==> src/rtl/div_unit_lock_manager_if.sv <==
// Handshake bundle between mem issue / writeback / recovery and the divider lock manager.
// The master drives the requests; the slave (lock manager) reports per-unit status.
interface div_unit_lock_manager_if #(
    parameter int NUM_UNITS    = 2,
    parameter int AL_PTR_WIDTH = 6
);
    logic [NUM_UNITS-1:0]                   acquire;
    logic [NUM_UNITS-1:0][AL_PTR_WIDTH-1:0] acquireActiveListPtr;
    logic [NUM_UNITS-1:0]                   start;
    // "release" is a reserved word, hence the suffix
    logic [NUM_UNITS-1:0]                   releaseUnit;
    logic                                   toRecoveryPhase;
    logic [AL_PTR_WIDTH-1:0]                flushRangeHeadPtr;
    logic [AL_PTR_WIDTH-1:0]                flushRangeTailPtr;
    logic                                   flushAllInsns;
    logic [NUM_UNITS-1:0]                   free;
    logic [NUM_UNITS-1:0]                   busy;
    logic [NUM_UNITS-1:0]                   finished;
    logic [NUM_UNITS-1:0][AL_PTR_WIDTH-1:0] ownerActiveListPtr;
    logic                                   protocolError;

    modport master (
        output acquire, acquireActiveListPtr, start, releaseUnit,
               toRecoveryPhase, flushRangeHeadPtr, flushRangeTailPtr, flushAllInsns,
        input  free, busy, finished, ownerActiveListPtr, protocolError
    );

    modport slave (
        input  acquire, acquireActiveListPtr, start, releaseUnit,
               toRecoveryPhase, flushRangeHeadPtr, flushRangeTailPtr, flushAllInsns,
        output free, busy, finished, ownerActiveListPtr, protocolError
    );
endinterface

==> src/rtl/div_unit_lock_manager.sv <==
// Ownership and progress tracker for the shared divider units: each unit walks
// FREE -> RESERVED -> COMPUTING -> FINISHED -> FREE, with recovery flushes returning it early.
module div_unit_lock_manager #(
    parameter int NUM_UNITS    = 2,
    parameter int AL_PTR_WIDTH = 6,
    parameter int DIV_LATENCY  = 34
) (
    input  logic                     clk,
    input  logic                     rst,
    div_unit_lock_manager_if.slave   bus
);
    localparam int CNT_W = $clog2(DIV_LATENCY);

    typedef logic [CNT_W-1:0]        cnt_t;
    typedef logic [AL_PTR_WIDTH-1:0] ptr_t;

    typedef enum logic [1:0] {
        UNIT_FREE,
        UNIT_RESERVED,
        UNIT_COMPUTING,
        UNIT_FINISHED
    } unit_state_e;

    unit_state_e state_q [NUM_UNITS];
    unit_state_e state_d [NUM_UNITS];
    cnt_t        count_q [NUM_UNITS];
    cnt_t        count_d [NUM_UNITS];
    ptr_t        owner_q [NUM_UNITS];
    ptr_t        owner_d [NUM_UNITS];
    logic        flush_hit [NUM_UNITS];
    logic        error_q;
    logic        error_d;

    // Circular [head, tail) membership; an empty range (head == tail) matches nothing
    function automatic logic in_flush_range(input ptr_t p, input ptr_t head, input ptr_t tail);
        logic hit;
        if (head < tail)
            hit = (p >= head) && (p < tail);
        else if (head > tail)
            hit = (p >= head) || (p < tail);
        else
            hit = 1'b0;
        return hit;
    endfunction

    always_ff @(posedge clk) begin
        if (rst) begin
            for (int i = 0; i < NUM_UNITS; i++) begin
                state_q[i] <= UNIT_FREE;
                count_q[i] <= '0;
                owner_q[i] <= '0;
            end
            error_q <= 1'b0;
        end else begin
            for (int i = 0; i < NUM_UNITS; i++) begin
                state_q[i] <= state_d[i];
                count_q[i] <= count_d[i];
                owner_q[i] <= owner_d[i];
            end
            error_q <= error_d;
        end
    end

    // A flush hit on an owned unit overrides every other event, including its errors
    always_comb begin
        error_d = 1'b0;
        for (int i = 0; i < NUM_UNITS; i++) begin
            state_d[i]   = state_q[i];
            count_d[i]   = count_q[i];
            owner_d[i]   = owner_q[i];
            flush_hit[i] = bus.toRecoveryPhase &&
                           (bus.flushAllInsns ||
                            in_flush_range(owner_q[i], bus.flushRangeHeadPtr, bus.flushRangeTailPtr));
            if (state_q[i] != UNIT_FREE && flush_hit[i]) begin
                state_d[i] = UNIT_FREE;
                count_d[i] = '0;
            end else begin
                case (state_q[i])
                    UNIT_FREE: begin
                        if (bus.acquire[i]) begin
                            state_d[i] = UNIT_RESERVED;
                            owner_d[i] = bus.acquireActiveListPtr[i];
                        end
                        if (bus.start[i] || bus.releaseUnit[i])
                            error_d = 1'b1;
                    end
                    UNIT_RESERVED: begin
                        if (bus.start[i]) begin
                            state_d[i] = UNIT_COMPUTING;
                            count_d[i] = cnt_t'(DIV_LATENCY - 1);
                        end
                        if (bus.acquire[i])
                            error_d = 1'b1;
                    end
                    UNIT_COMPUTING: begin
                        // Leaving as the counter steps to zero gives DIV_LATENCY-1 busy cycles
                        count_d[i] = count_q[i] - cnt_t'(1);
                        if (count_q[i] == cnt_t'(1))
                            state_d[i] = UNIT_FINISHED;
                        if (bus.releaseUnit[i])
                            error_d = 1'b1;
                    end
                    UNIT_FINISHED: begin
                        if (bus.releaseUnit[i])
                            state_d[i] = UNIT_FREE;
                    end
                    default: begin
                        state_d[i] = UNIT_FREE;
                        count_d[i] = '0;
                    end
                endcase
            end
        end
    end

    always_comb begin
        bus.free               = '0;
        bus.busy               = '0;
        bus.finished           = '0;
        bus.ownerActiveListPtr = '0;
        for (int i = 0; i < NUM_UNITS; i++) begin
            bus.free[i]               = (state_q[i] == UNIT_FREE);
            bus.busy[i]               = (state_q[i] == UNIT_COMPUTING);
            bus.finished[i]           = (state_q[i] == UNIT_FINISHED);
            bus.ownerActiveListPtr[i] = owner_q[i];
        end
        bus.protocolError = error_q;
    end
endmodule

==> src/flat_wrapper.sv <==
// flat-port wrapper written by rule: the top's interface ports become plain ports
module div_unit_lock_manager_flat 
#(
    parameter int NUM_UNITS    = 2,
    parameter int AL_PTR_WIDTH = 6,
    parameter int DIV_LATENCY  = 34
)
  (clk, rst, bus_acquire, bus_acquireActiveListPtr, bus_start, bus_releaseUnit, bus_toRecoveryPhase, bus_flushRangeHeadPtr, bus_flushRangeTailPtr, bus_flushAllInsns, bus_free, bus_busy, bus_finished, bus_ownerActiveListPtr, bus_protocolError);
  div_unit_lock_manager_if #(.NUM_UNITS(NUM_UNITS), .AL_PTR_WIDTH(AL_PTR_WIDTH)) bus_i ();
  input  logic clk;
  input  logic rst;
  input wire logic [$bits(bus_i.acquire)-1:0] bus_acquire;
  input wire logic [$bits(bus_i.acquireActiveListPtr)-1:0] bus_acquireActiveListPtr;
  input wire logic [$bits(bus_i.start)-1:0] bus_start;
  input wire logic [$bits(bus_i.releaseUnit)-1:0] bus_releaseUnit;
  input wire logic [$bits(bus_i.toRecoveryPhase)-1:0] bus_toRecoveryPhase;
  input wire logic [$bits(bus_i.flushRangeHeadPtr)-1:0] bus_flushRangeHeadPtr;
  input wire logic [$bits(bus_i.flushRangeTailPtr)-1:0] bus_flushRangeTailPtr;
  input wire logic [$bits(bus_i.flushAllInsns)-1:0] bus_flushAllInsns;
  output wire logic [$bits(bus_i.free)-1:0] bus_free;
  output wire logic [$bits(bus_i.busy)-1:0] bus_busy;
  output wire logic [$bits(bus_i.finished)-1:0] bus_finished;
  output wire logic [$bits(bus_i.ownerActiveListPtr)-1:0] bus_ownerActiveListPtr;
  output wire logic [$bits(bus_i.protocolError)-1:0] bus_protocolError;
  assign bus_i.acquire = bus_acquire;
  assign bus_i.acquireActiveListPtr = bus_acquireActiveListPtr;
  assign bus_i.start = bus_start;
  assign bus_i.releaseUnit = bus_releaseUnit;
  assign bus_i.toRecoveryPhase = bus_toRecoveryPhase;
  assign bus_i.flushRangeHeadPtr = bus_flushRangeHeadPtr;
  assign bus_i.flushRangeTailPtr = bus_flushRangeTailPtr;
  assign bus_i.flushAllInsns = bus_flushAllInsns;
  assign bus_free = bus_i.free;
  assign bus_busy = bus_i.busy;
  assign bus_finished = bus_i.finished;
  assign bus_ownerActiveListPtr = bus_i.ownerActiveListPtr;
  assign bus_protocolError = bus_i.protocolError;
  div_unit_lock_manager #(.NUM_UNITS(NUM_UNITS), .AL_PTR_WIDTH(AL_PTR_WIDTH), .DIV_LATENCY(DIV_LATENCY)) u_core (.clk(clk), .rst(rst), .bus(bus_i));
endmodule
==> config.mk <==
export PLATFORM = sky130hd
export DESIGN_NAME = div_unit_lock_manager_flat
export DESIGN_NICKNAME = d
export VERILOG_FILES = /design/src/rtl/div_unit_lock_manager_if.sv /design/src/rtl/div_unit_lock_manager.sv /design/src/flat_wrapper.sv
export SDC_FILE = /design/constraint.sdc
export NUM_CORES = 1
export LEC_CHECK = 0
export CAP_MARGIN = 20
export CORE_MARGIN = 5
export CORE_UTILIZATION = 47
export CTS_BUF_LIST = sky130_fd_sc_hd__clkbuf_2
export CTS_CLUSTER_DIAMETER = 200
export DETAILED_ROUTE_END_ITERATION = 10
export GPL_TIMING_DRIVEN = 0
export MAX_ROUTING_LAYER = met4
export PLACE_DENSITY = 0.79
export SYNTH_ARGS = -nofsm -noshare
export SYNTH_HDL_FRONTEND = slang
export SYNTH_SLANG_ARGS = --single-unit
export TNS_END_PERCENT = 20
==> constraint.sdc <==
create_clock -name clk -period 1.84 [get_ports clk]
set_input_delay 0.184 -clock clk [delete_from_list [all_inputs] [get_ports clk]]
set_output_delay 0.184 -clock clk [all_outputs]
set_load 0.1 [all_outputs]
-- Word-level counts from Yosys, hierarchy flattened
Memories as Yosys holds them, arrays and structs flattened.
Cells that the tools add are included.
- memories kept: 3
- output and inout port bits: 19
- input port bits: 34
- word-level logic and storage cells: 89
- bits in writable memories: 28
- bits in registers: 1
- reductions and logical operators: 16
- equal/unequal tests: 8
- magnitude comparators: 6
- $add $sub $neg: 2
- bitwise logic cells: 6
- multiplexer cells: 47
- memories (name ; words ; bits a word ; rd ports ; clocked after memory_dff ; write ports ; line ; source):
    u_core.count_q ; 2 ; 6 ; 2 ; 0 ; 2 ; div_unit_lock_manager.sv:26 ; cnt_t count_q [NUM_UNITS];
    u_core.owner_q ; 2 ; 6 ; 2 ; 0 ; 2 ; div_unit_lock_manager.sv:28 ; ptr_t owner_q [NUM_UNITS];
    u_core.state_q ; 2 ; 2 ; 2 ; 0 ; 2 ; div_unit_lock_manager.sv:24 ; unit_state_e state_q [NUM_UNITS];
- operators by type and width (cell ; count):
    $mux 6 ; 14
    $mux 2 ; 12
    $pmux 6 s2 ; 2
    $lt 6x6->1 ; 3
    $pmux 2 s4 ; 2
    $mux 1 ; 15
    $eq 6x1->1 const B ; 2
    $ge 6x6->1 ; 2
    $sub 6x1->6 const B ; 2
    $eq 2x2->1 const B ; 4
    $gt 6x6->1 ; 1
    $logic_and 1x1->1 ; 6
    $logic_or 1x1->1 ; 6
    $or 1x1->1 ; 6
    $pmux 1 s3 ; 2
    $eq 2x1->1 const B ; 2
    $logic_not 2->1 ; 2
    $reduce_bool 2->1 ; 2

-- Longest topological paths before layout
- depth in word-level cells: 11
- mapped depth: 9
- gate-level depth less buffers: 8

-- Worst setup path before layout
No wires, ideal clock.
- path type: register -> register
- from: mem u_core.owner_q[0][3] (netlist name)
- to: mem u_core.count_q[0][5] (netlist name)
- data arrival time: 2.431 ns
- data required time: 1.752 ns
- path buffers: 0
- setup time: 0.088 ns
- cell stages (with the launch flop): 8
- slack: -0.679 ns
- period minus slack after synthesis: 2.519 ns
- cell sequence: dfxtp_1 -> ha_1 -> a21o_1 -> a211oi_2 -> o21ai_1 -> a31oi_2 -> o2111ai_4 -> a311oi_2
- RTL lines (what ; line):
    from (decl) ; div_unit_lock_manager.sv:28
    to (decl) ; div_unit_lock_manager.sv:26

==> key figures <==
Synthesis
  • Register area share after synthesis: 0.255
  • Synth cell types: 42
  • FF+latch count, synth: 29
  • Syn_nets: 354
  • Cell count after synthesis: 280
  • Synthesized area: 0.00228 sq mm
  • Yosys top cell by area: dfxtp_1
  • Post-synth EDFFs: 0
  • Yosys warning total: 0
  • Top cells by area, synth: dfxtp_1 (26%), ha_1 (22%), a21oi_1 (6.4%)
  • Mean Syn Cell Area: 8.13 sq um
  • Main flop type after synthesis: dfxtp_1
  • Synth async-reset ratio: 0
  • Top cell type's share of synthesized area: 0.255

Placement
  • Placed Cells: 397
  • Port Buffers: 50
  • DP HPWL: 4480 um
  • Global placer's final weighted congestion: 0.865

Cells and area
  • Reg area: 632 sq um
  • Layout fillers: 368
  • Fin util: 0.690
  • Area delta synth->final: 43.1%
  • Share of cells above drive strength 1: 0.281
  • Fin nets: 415
  • Most frequent cells in the layout: nand2_1 (26), clkdlybuf4s50_1 (26), nor2_1 (25)
  • Diodes inserted: 0
  • Final Non-Filler Cells: 409
  • Area of the multi-input gates: 0.00184 sq mm

STA
  • Final Setup Violations: 17
  • Count of pins over their slew limit: 0
  • Setup Skew: 0.0124 ns
  • Final period util: 1.04
  • Final TNS setup: -0.632 ns
  • Final worst-path setup slack: -0.0653 ns
  • Final Hold Fails: 0
  • RSZ-0062 raised after global routing: true
  • Period minus WS final: 1.91 ns
  • Fmax: 0.525 GHz
  • Rel. slew slack: 0.366
  • Tightest Pin Transition: 0.955 ns

Route
  • Final WL: 5960 um
  • Initial DRC count: 66
  • Via count: 2193
  • Remaining antenna violation count: 0
  • # DRC: 0
  • WL/cell: 14.6 um
  • First-pass DRT Iterations: 4
  • Via density: 5.36

Job
  • Max-Cap Viols: 0

Clocking
  • CTS H-tree depth: 2
  • CTS tree: done
  • Max clock buf depth: 2
  • Root buffer cell: clkbuf_2
  • CTS Sinks: 29
  • Skew-Pair Late Insertion Delay: 0.37 ns
  • Worst-path clk slew: 0.15 ns
  • CTS buffer count: 5

Die
  • Die area: 0.00633 sq mm
  • Row Count: 25
  • Die span in y: 79.6 um
  • Initial Utilization: 0.482
  • Area of the core: 0.00472 sq mm
  • IO Pins: 53
  • Chip width: 79.6 um

Power
  • Pwr Density: 1320 mW/mm^2
  • Lkg Pwr: 1.34 nW
  • Peak supply drop: 0.00134 V

Global route
  • GRT overflow: 0
  • Initial antenna violation count: 0
  • Wire length of the first global-routing pass: 9260 um
  • Number of global-route vias before repair: 2006
  • Largest net degree at the start of global routing: 11
  • GRT Overall Usage: 0.190

Setup path
  • Critical Path AT: 2.20 ns
  • Max FO, Critical Path: 8
  • Startpoint types: input pin
  • Worst path required time: 2.14 ns
  • CP Class: in -> reg
  • Endpoint class of the critical path: flop

Worst hold path
  • Type of the worst min-delay path: in -> reg

Status
  • Status: finished, violations left
  • Failing checks: setup timing
==> sequential cells by signal (all words and copies together) (netlist names) <==
register / count
u_core.count_q: 12
u_core.owner_q: 12
u_core.state_q: 4
u_core.bus.protocolError: 1
==> synthesized netlist by cell type, types with 3 or more instances <==
| cell type | n |
|---|---|
| a22oi_1 | 3 |
| nor3b_1 | 3 |
| a21o_1 | 4 |
| buf_2 | 3 |
| nor2b_1 | 6 |
| mux2i_1 | 4 |
| dfxtp_1 | 29 |
| nand2_1 | 26 |
| ha_1 | 40 |
| nor3_1 | 5 |
| o21ai_0 | 8 |
| a211oi_2 | 5 |
| nand3_1 | 18 |
| nand4_1 | 3 |
| a31oi_1 | 4 |
| nor2_1 | 25 |
| nand2b_1 | 6 |
| a21oi_1 | 29 |
| inv_1 | 28 |
| clkbuf_1 | 3 |
==> report_power, final <==
part	total (mW)	internal [mW]	leakage, nW	switching [mW]
Sequential	1.01	0.825	0.247	0.180
Combinational	2.81	0.969	1.05	1.85
Clock	0.466	0.232	0.0406	0.234
==> logic make-up (layout without fill, tap and decap cells) <==
group / Yosys count / count (layout) / share of synthesized area
and+or+nand+nor: 103 / 103 / 0.228
AOI/OAI and AO/OA: 69 / 69 / 0.217
adders and majority gates: 40 / 40 / 0.220
buffers and inverters: 35 / 97 / 0.0627
DFF: 29 / 29 / 0.255
muxes: 4 / 4 / 0.0176
==> path summary, 6_finish.rpt <==
path,cells past startpoint,slack (ns),endpoint,start
min reg2reg,2,0.49,u_core.owner_q[0][1]$_SDFFE_PP0P_,u_core.owner_q[0][1]$_SDFFE_PP0P_
min,3,0.13,u_core.owner_q[0][11]$_SDFFE_PP0P_,bus_acquire[1]
max,8,-0.07,u_core.state_q[0][2]$_SDFFE_PP0P_,bus_flushRangeHeadPtr[5]
max reg2reg,9,-0.06,u_core.state_q[0][1]$_SDFFE_PP0P_,u_core.state_q[0][0]$_SDFFE_PP0P_
==> metal layers <==
| metal | up-vias | share of wire | track usage |
|---|---|---|---|
| met1 | 1013 | 0.45 | 0.226 |
| met4 | 0 | 0.017 | 0.0567 |
| met2 | 53 | 0.49 | 0.324 |
| met5 | - | 0 | - |
| met3 | 9 | 0.044 | 0.0395 |
| li1 | 1118 | - | - |
==> critical path, cell delays in order <==
cell and delay, ns:
clkdlybuf4s50_1 0.56, inv_1 0.11, ha_1 0.32, a21o_1 0.19, a31oi_1 0.21, nand4bb_4 0.22, nand4_4 0.18, a211oi_2 0.22
==> final cells by class <==
type	count	share of cell area
plain buffers	7	0.0127
clock inverters	2	0.0104
clock buffers	6	0.00922
inverters	28	0.0323
multi-input cells	216	0.564
repair buffers	54	0.152
well taps	67	0.0257
flip-flops and latches	29	0.194
==> metrics by stage <==
step | hold WS [ns] | cell area, sq um | worst slack [ns] | total power [mW]
after floorplan | 0.243 | 2440 | -0.147 | 3.21
after global placement | 0.473 | 3030 | -0.504 | 3.68
after detailed placement | 0.475 | 3030 | -0.557 | 3.73
after CTS | 0.108 | 3110 | -0.0630 | 4.18
after global routing | 0.125 | 3260 | -0.162 | 4.61
final | 0.132 | 3260 | -0.0653 | 4.29
==> what timing repair did <==
| action | 4_1_cts | 5_1_grt |
|---|---|---|
| setup buffers | 0 | 4 |
| setup endpoints to repair | 36 | 31 |
| hold buffers | 0 | 0 |
| resized for setup | 52 | 47 |
| hold endpoints to repair | 0 | 0 |
| pin swaps | 3 | 21 |
Note: power is estimated with default switching activity, not from simulation.
